**src/rtl/dcache_ctrl.sv**
```systemverilog
// Direct-mapped, write-through, no-write-allocate data cache controller.
// Read misses stall the core while a full 128-bit line is fetched from RAM.
module dcache_ctrl #(
  parameter int unsigned LINES       = 8,
  parameter int unsigned FILL_CYCLES = 1
) (
  input  logic         clk,
  input  logic         reset,
  input  logic [9:0]   cpu_addr,
  input  logic         cpu_read,
  input  logic         cpu_write,
  input  logic [31:0]  cpu_wdata,
  output logic [31:0]  cpu_rdata,
  output logic         stall,
  output logic [9:0]   mem_addr,
  output logic         mem_read,
  output logic         mem_write,
  output logic [31:0]  mem_wdata,
  input  logic [127:0] mem_rdata,
  output logic [15:0]  hit_count,
  output logic [15:0]  miss_count
);

  localparam int unsigned INDEX_W = $clog2(LINES);
  localparam int unsigned TAG_W   = 8 - INDEX_W;

  typedef enum logic [0:0] {StIdle, StFill} state_e;

  state_e             state_q, state_d;
  logic [3:0]         cnt_q, cnt_d;
  logic [LINES-1:0]   valid_q;
  logic [TAG_W-1:0]   tag_q  [LINES];
  logic [127:0]       data_q [LINES];
  logic [15:0]        hit_count_q, miss_count_q;

  logic [INDEX_W-1:0] idx;
  logic [TAG_W-1:0]   tag_f;
  logic [1:0]         off;
  logic               hit;
  logic               hit_inc, miss_inc, fill_done, wr_hit;

  assign idx   = cpu_addr[INDEX_W+1:2];
  assign tag_f = cpu_addr[9:INDEX_W+2];
  assign off   = cpu_addr[1:0];
  assign hit   = valid_q[idx] && (tag_q[idx] == tag_f);

  assign hit_count  = hit_count_q;
  assign miss_count = miss_count_q;

  always_comb begin
    state_d   = state_q;
    cnt_d     = cnt_q;
    mem_addr  = cpu_addr;
    mem_wdata = cpu_wdata;
    mem_read  = 1'b0;
    mem_write = 1'b0;
    stall     = 1'b0;
    cpu_rdata = 32'h0;
    hit_inc   = 1'b0;
    miss_inc  = 1'b0;
    fill_done = 1'b0;
    wr_hit    = 1'b0;
    unique case (state_q)
      StIdle: begin
        // Stores win over a simultaneous load; the load is dropped entirely.
        if (cpu_write) begin
          mem_write = 1'b1;
          wr_hit    = hit;
        end else if (cpu_read) begin
          if (hit) begin
            cpu_rdata = data_q[idx][{off, 5'b0} +: 32];
            hit_inc   = 1'b1;
          end else begin
            stall    = 1'b1;
            miss_inc = 1'b1;
            state_d  = StFill;
            cnt_d    = 4'(FILL_CYCLES - 1);
          end
        end
      end
      StFill: begin
        mem_read = 1'b1;
        mem_addr = {cpu_addr[9:2], 2'b00};
        stall    = 1'b1;
        if (cnt_q == 4'd0) begin
          fill_done = 1'b1;
          state_d   = StIdle;
        end else begin
          cnt_d = cnt_q - 4'd1;
        end
      end
      default: state_d = StIdle;
    endcase
  end

  always_ff @(posedge clk or posedge reset) begin
    if (reset) begin
      state_q      <= StIdle;
      cnt_q        <= 4'd0;
      valid_q      <= '0;
      hit_count_q  <= 16'd0;
      miss_count_q <= 16'd0;
    end else begin
      state_q <= state_d;
      cnt_q   <= cnt_d;
      if (fill_done) valid_q[idx] <= 1'b1;
      if (hit_inc && hit_count_q != 16'hFFFF) hit_count_q <= hit_count_q + 16'd1;
      if (miss_inc && miss_count_q != 16'hFFFF) miss_count_q <= miss_count_q + 16'd1;
    end
  end

  // Tags and data need no reset: valid bits gate every use of them.
  always_ff @(posedge clk) begin
    if (fill_done) begin
      data_q[idx] <= mem_rdata;
      tag_q[idx]  <= tag_f;
    end else if (wr_hit) begin
      data_q[idx][{off, 5'b0} +: 32] <= cpu_wdata;
    end
  end

endmodule

```
**config.mk**
```make
export PLATFORM = sky130hd
export DESIGN_NAME = dcache_ctrl
export DESIGN_NICKNAME = d
export VERILOG_FILES = /design/src/rtl/dcache_ctrl.sv
export SDC_FILE = /design/constraint.sdc
export NUM_CORES = 1
export LEC_CHECK = 0
export CAP_MARGIN = 25
export CORE_ASPECT_RATIO = 2
export CORE_MARGIN = 2
export CORE_UTILIZATION = 45
export DETAILED_ROUTE_END_ITERATION = 12
export PLACE_DENSITY = 0.69
export SYNTH_ARGS = -nofsm -noshare
export SYNTH_HDL_FRONTEND = slang
export SYNTH_SLANG_ARGS = --single-unit
```
**constraint.sdc**
```tcl
create_clock -name clk -period 4.3 [get_ports clk]
set_input_delay 0.645 -clock clk [delete_from_list [all_inputs] [get_ports clk]]
set_output_delay 0.645 -clock clk [all_outputs]
set_load 0.02 [all_outputs]
```
==> results.md, run 1 <==
• **clock tree buffer depth** 3
• **Total Power** 24.3 mW
• **number of nets at the end of the flow** 3575
• **Hold/Removal Path Class** input pin to async pin
• **GPL Wtd Cong** 0.908
• **Top Usage Layer GRT** met2
• **insertion delay of the later-clocked pin in the worst-skew pair** 710 ps
• **vias after detailed routing** 30500
• **largest area contributor in the synthesized netlist** sky130_fd_sc_hd__edfxtp_1
• **Avg Vias per Cell** 6.35
• **met1 track demand over resource** 35.3%
• **power density of the placed cells** 433 nW/µm²
• **core area** 101000 µm²
• **crit path cell chain** clkbuf_8, buf_12, buf_4, buf_4, mux4_2, nand2_1, a21oi_1, a211oi_1, a311oi_1, buf_4
• **residual overflow from global routing** 0
• **setup ws final** 6.99 ps
• **Final Max Slew Viols** 0
• **total buffers and inverters traversed by the critical path** 5
• **sequential fraction of design power** 51.9%
• **layout cell share with drive strength beyond 1** 21.6%
• **most frequent CP cell** sky130_fd_sc_hd__buf_4
• **cell family with the largest share of critical-path delay** buffers and inverters
• **Final Cycle Share** 99.8%
• **kind of launch point of the worst setup path** input pin
• **HPWL after detailed placement** 110000 µm
• **pre-CTS worst setup slack** 5.67 ps
• **register clock-pin slew on the reported worst setup and hold paths** 70 ps
• **delay contributed by the slowest stage of the critical path** 670 ps
• **leakage** 19.8 nW
• **residual DRC count** 0
• **first-pass GRT wire length** 224000 µm
• **nets in the synthesized netlist** 3118
• **total standard cell area after synthesis** 45900 µm²
• **die height** 456 µm
• **tightest slew margin relative to the limit** 27.8%
• **number of global-route vias before repair** 30400
• **clock network fraction of design power** 35.3%
• **cts bufs inserted** 93
• **flip-flop and latch count after synthesis** 1109
• **GR met2 Demand/Resource** 50.7%
• **Post-synth EDFFs** 1064
• **number of ports placed on the die boundary** 283
• **share of the synthesized area in the top cell type** 69.6%
• **GRT Overall Usage** 30.3%
• **synth-to-layout area growth** 22.1%
• **critical path endpoint category** output port
• **met3 Resource Use GR** 6.94%
• **Seq/Total Area, Yosys** 72.1%
• **total iterations of the first detailed-routing run** 6
• **post-detailed-routing wire length** 160000 µm
• **Worst Path Required** 3650 ps
• **Placed Instances** 4633
• **pin count of the biggest net entering global routing** 58
• **FF/Latch Area** 33100 µm²
• **fin crit period** 4290 ps
• **initial antenna violation count** 7
• **unrepaired setup endpoints after global routing** true
• **post-detailed-route count of antenna-violating nets** 0
• **Critical-path top delay cell** sky130_fd_sc_hd__a311oi_1
• **Final Hold Violating Endpoints** 0
• **slew at the pin closest to its max-slew limit** 1050 ps
• **synthesized area per cell** 15.6 µm²
• **DRC marker count from the first detailed-route iteration** 3957
• **average wire length per cell after detail routing** 33.4 µm
• **number of distinct library cells after synthesis** 59
• **Port Buffer Count** 282
• **Multi-input gate area** 11600 µm²
• **upper clock frequency limit** 0.233 GHz
• **number of rows created at floorplan** 165
• **most frequently used flop master after synthesis** sky130_fd_sc_hd__edfxtp_1
• **Fin Clk Skew** 27.6 ps
• **Finished Core Util** 55.4%
• **internal power summed over all cells** 18.2 mW
• **Area contributors post-synth** sky130_fd_sc_hd__edfxtp_1 70%, sky130_fd_sc_hd__mux2i_1 4.4%, sky130_fd_sc_hd__mux2_2 3.4%
• **Max-Cap Viols** 0
• **Peak VDD IR** 0.300 mV
• **run status** completed
• **depth of the CTS H-tree** 3
• **buffer cell driving the clock tree root** sky130_fd_sc_hd__clkbuf_16
• **full die area** 105000 µm²
• **yosys warns** 0
• **starting utilization of the core area** 45.3%
• **TritonCTS clock tree** done
• **switching share of total power** 25.2%
• **sinks on the clock net** 1109
• **count of final setup violators** 0
• **number of standard cells in the layout, taps in and fillers out** 4809
• **horizontal die dimension** 230 µm
• **total net switching power** 6.13 mW
• **FFs w/ async S/R, synth** 4.06%
• **number of instances in the synthesized netlist** 2936
• **number of inserted filler cells in the final layout** 7956
• **part of the total power dissipated in combinational logic** 12.8%
• **data arrival time of the critical path** 3650 ps
• **critical setup path kind** input pin to output port
• **CP Max Fanout** 41
-- worst reg2reg max path, cell delays in order (launching register included) --
cell                       delay [ps]
sky130_fd_sc_hd__edfxtp_1         380
sky130_fd_sc_hd__mux2i_1          140
sky130_fd_sc_hd__o22ai_1          110
sky130_fd_sc_hd__or3_1            360
sky130_fd_sc_hd__a222oi_1         350
sky130_fd_sc_hd__nor4b_4          470
sky130_fd_sc_hd__buf_4            300
sky130_fd_sc_hd__nand3_4          110
sky130_fd_sc_hd__buf_12           230
sky130_fd_sc_hd__mux2i_1          900
-- cells in the mapped netlist (8+ instances only) --
master and count:
sky130_fd_sc_hd__dfrtp_1 45, sky130_fd_sc_hd__nor3_1 38, sky130_fd_sc_hd__inv_1 140, sky130_fd_sc_hd__mux2_2 138, sky130_fd_sc_hd__clkbuf_1 113, sky130_fd_sc_hd__a211oi_1 30, sky130_fd_sc_hd__buf_1 10, sky130_fd_sc_hd__o211ai_1 11
sky130_fd_sc_hd__xor2_1 14, sky130_fd_sc_hd__ha_1 8, sky130_fd_sc_hd__nor4_1 8, sky130_fd_sc_hd__mux2i_1 200, sky130_fd_sc_hd__a221oi_1 32, sky130_fd_sc_hd__nand4_1 13, sky130_fd_sc_hd__o22ai_1 174, sky130_fd_sc_hd__nand3_1 18
sky130_fd_sc_hd__xnor2_1 16, sky130_fd_sc_hd__or2_2 12, sky130_fd_sc_hd__buf_4 60, sky130_fd_sc_hd__edfxtp_1 1064, sky130_fd_sc_hd__and3_1 14, sky130_fd_sc_hd__a21oi_1 124, sky130_fd_sc_hd__o21ai_0 79, sky130_fd_sc_hd__a311oi_1 17
sky130_fd_sc_hd__buf_2 54, sky130_fd_sc_hd__nor2_1 84, sky130_fd_sc_hd__mux4_2 61, sky130_fd_sc_hd__nand2b_1 9, sky130_fd_sc_hd__nand2_1 208, sky130_fd_sc_hd__o221ai_1 77
-- layout make-up --
class	count	area share [%]
Clock buffer	110	4.40
Sequential cell	1109	59.0
Inverter	143	0.958
Tap cell	1336	2.98
Clock inverter	63	0.992
Antenna cell	2	0.00893
Multi-Input combinational cell	1446	20.6
Timing Repair Buffer	600	11.0
-- per-stage QoR --
step | setup TNS [ps] | area [µm²] | hold slack, ps
2_1_floorplan | -176050 | 45900 | 433
3_3_place_gp | -16.2 | 52900 | 451
3_5_place_dp | 0 | 52900 | 458
4_1_cts | 0 | 56000 | 476
5_1_grt | -106 | 56000 | 233
6_report | 0 | 56000 | 212
-- power by group through the flow --
stage          logic [mW]  clock network [mW]  registers [mW]
2_1_floorplan        1.33                   0            12.8
3_3_place_gp         2.96                   0            12.8
3_5_place_dp         3.02                   0            12.8
4_1_cts              3.04                8.58            12.6
5_1_grt              3.19                8.97            12.6
6_report             3.10                8.57            12.6
-- kinds of logic after synthesis --
group	Yosys count	share of synthesized area [%]
AOI/OAI and AO/OA	576	8.28
xor gates and xnor gates	30	0.573
adders and majority gates	8	0.218
buffers and inverters	381	3.77
DFF	1109	72.1
muxes	401	10.8
and+or+nand+nor	431	4.25
-- sequential cells by signal (all words and copies together), names as in the netlist --
name / flops
miss_count: 16
tag_q: 40
cnt_q: 4
state_q: 1
hit_count: 16
valid_q: 8
data_q: 1024
-- layer usage --
| metal | wire length [µm] | share of wire (%) |
|---|---|---|
| met1 | 52300 | 33 |
| met2 | 78300 | 49 |
| met3 | 18200 | 11 |
| met4 | 11700 | 7.3 |
| met5 | 28 | 0.017 |
-- worst paths after layout --
check | startpoint | end | slack [ps] | cells past startpoint
setup / recovery | cpu_addr[4] | cpu_rdata[27] | 7 | 10
hold / removal | reset | hit_count[11]$_DFFE_PP0P_ | 210 | 2
setup reg to reg | tag_q[1][3]$_DFFE_PP_ | data_q[2][26]$_DFFE_PP_ | 600 | 9
hold reg to reg | valid_q[2]$_DFFE_PP0P_ | valid_q[2]$_DFFE_PP0P_ | 480 | 1
max in group asynchronous | reset | miss_count[10]$_DFFE_PP0P_ | 3580 | 3
min in group clk | valid_q[2]$_DFFE_PP0P_ | valid_q[2]$_DFFE_PP0P_ | 480 | 1
-- placed cells by master, fill, tap and decap left out, types with 17 or more instances in the layout --
cell	instances
sky130_fd_sc_hd__a211oi_1	30
sky130_fd_sc_hd__a21oi_4	32
sky130_fd_sc_hd__mux2i_1	200
sky130_fd_sc_hd__a21oi_1	92
sky130_fd_sc_hd__o21ai_0	79
sky130_fd_sc_hd__inv_1	138
sky130_fd_sc_hd__mux2_2	138
sky130_fd_sc_hd__buf_12	76
sky130_fd_sc_hd__clkinv_1	22
sky130_fd_sc_hd__o22ai_1	174
sky130_fd_sc_hd__edfxtp_1	1064
sky130_fd_sc_hd__mux4_2	61
sky130_fd_sc_hd__clkdlybuf4s50_1	261
sky130_fd_sc_hd__nand2_1	205
sky130_fd_sc_hd__clkbuf_16	96
sky130_fd_sc_hd__o221ai_1	77
sky130_fd_sc_hd__nand3_1	17
sky130_fd_sc_hd__buf_4	255
sky130_fd_sc_hd__a221oi_1	30
sky130_fd_sc_hd__dfrtp_1	45
sky130_fd_sc_hd__nor2_1	84
sky130_fd_sc_hd__nor3_1	36
-- repair_timing --
| item | 4_1_cts | 5_1_grt |
|---|---|---|
| resized for setup | 2 | 7 |
| buffers inserted | 0 | 0 |
| hold buffers | 0 | 0 |
| pin swaps | 0 | 1 |
| setup endpoints to repair | 2 | 14 |
(Power assumes the default switching activity.)
==> run 2, diff against run 1 <==
- HOLD_SLACK_MARGIN: not set -> 0.08
==> results of run 2 <==
The final DEF is identical to that of run 1; final timing and power are the same.
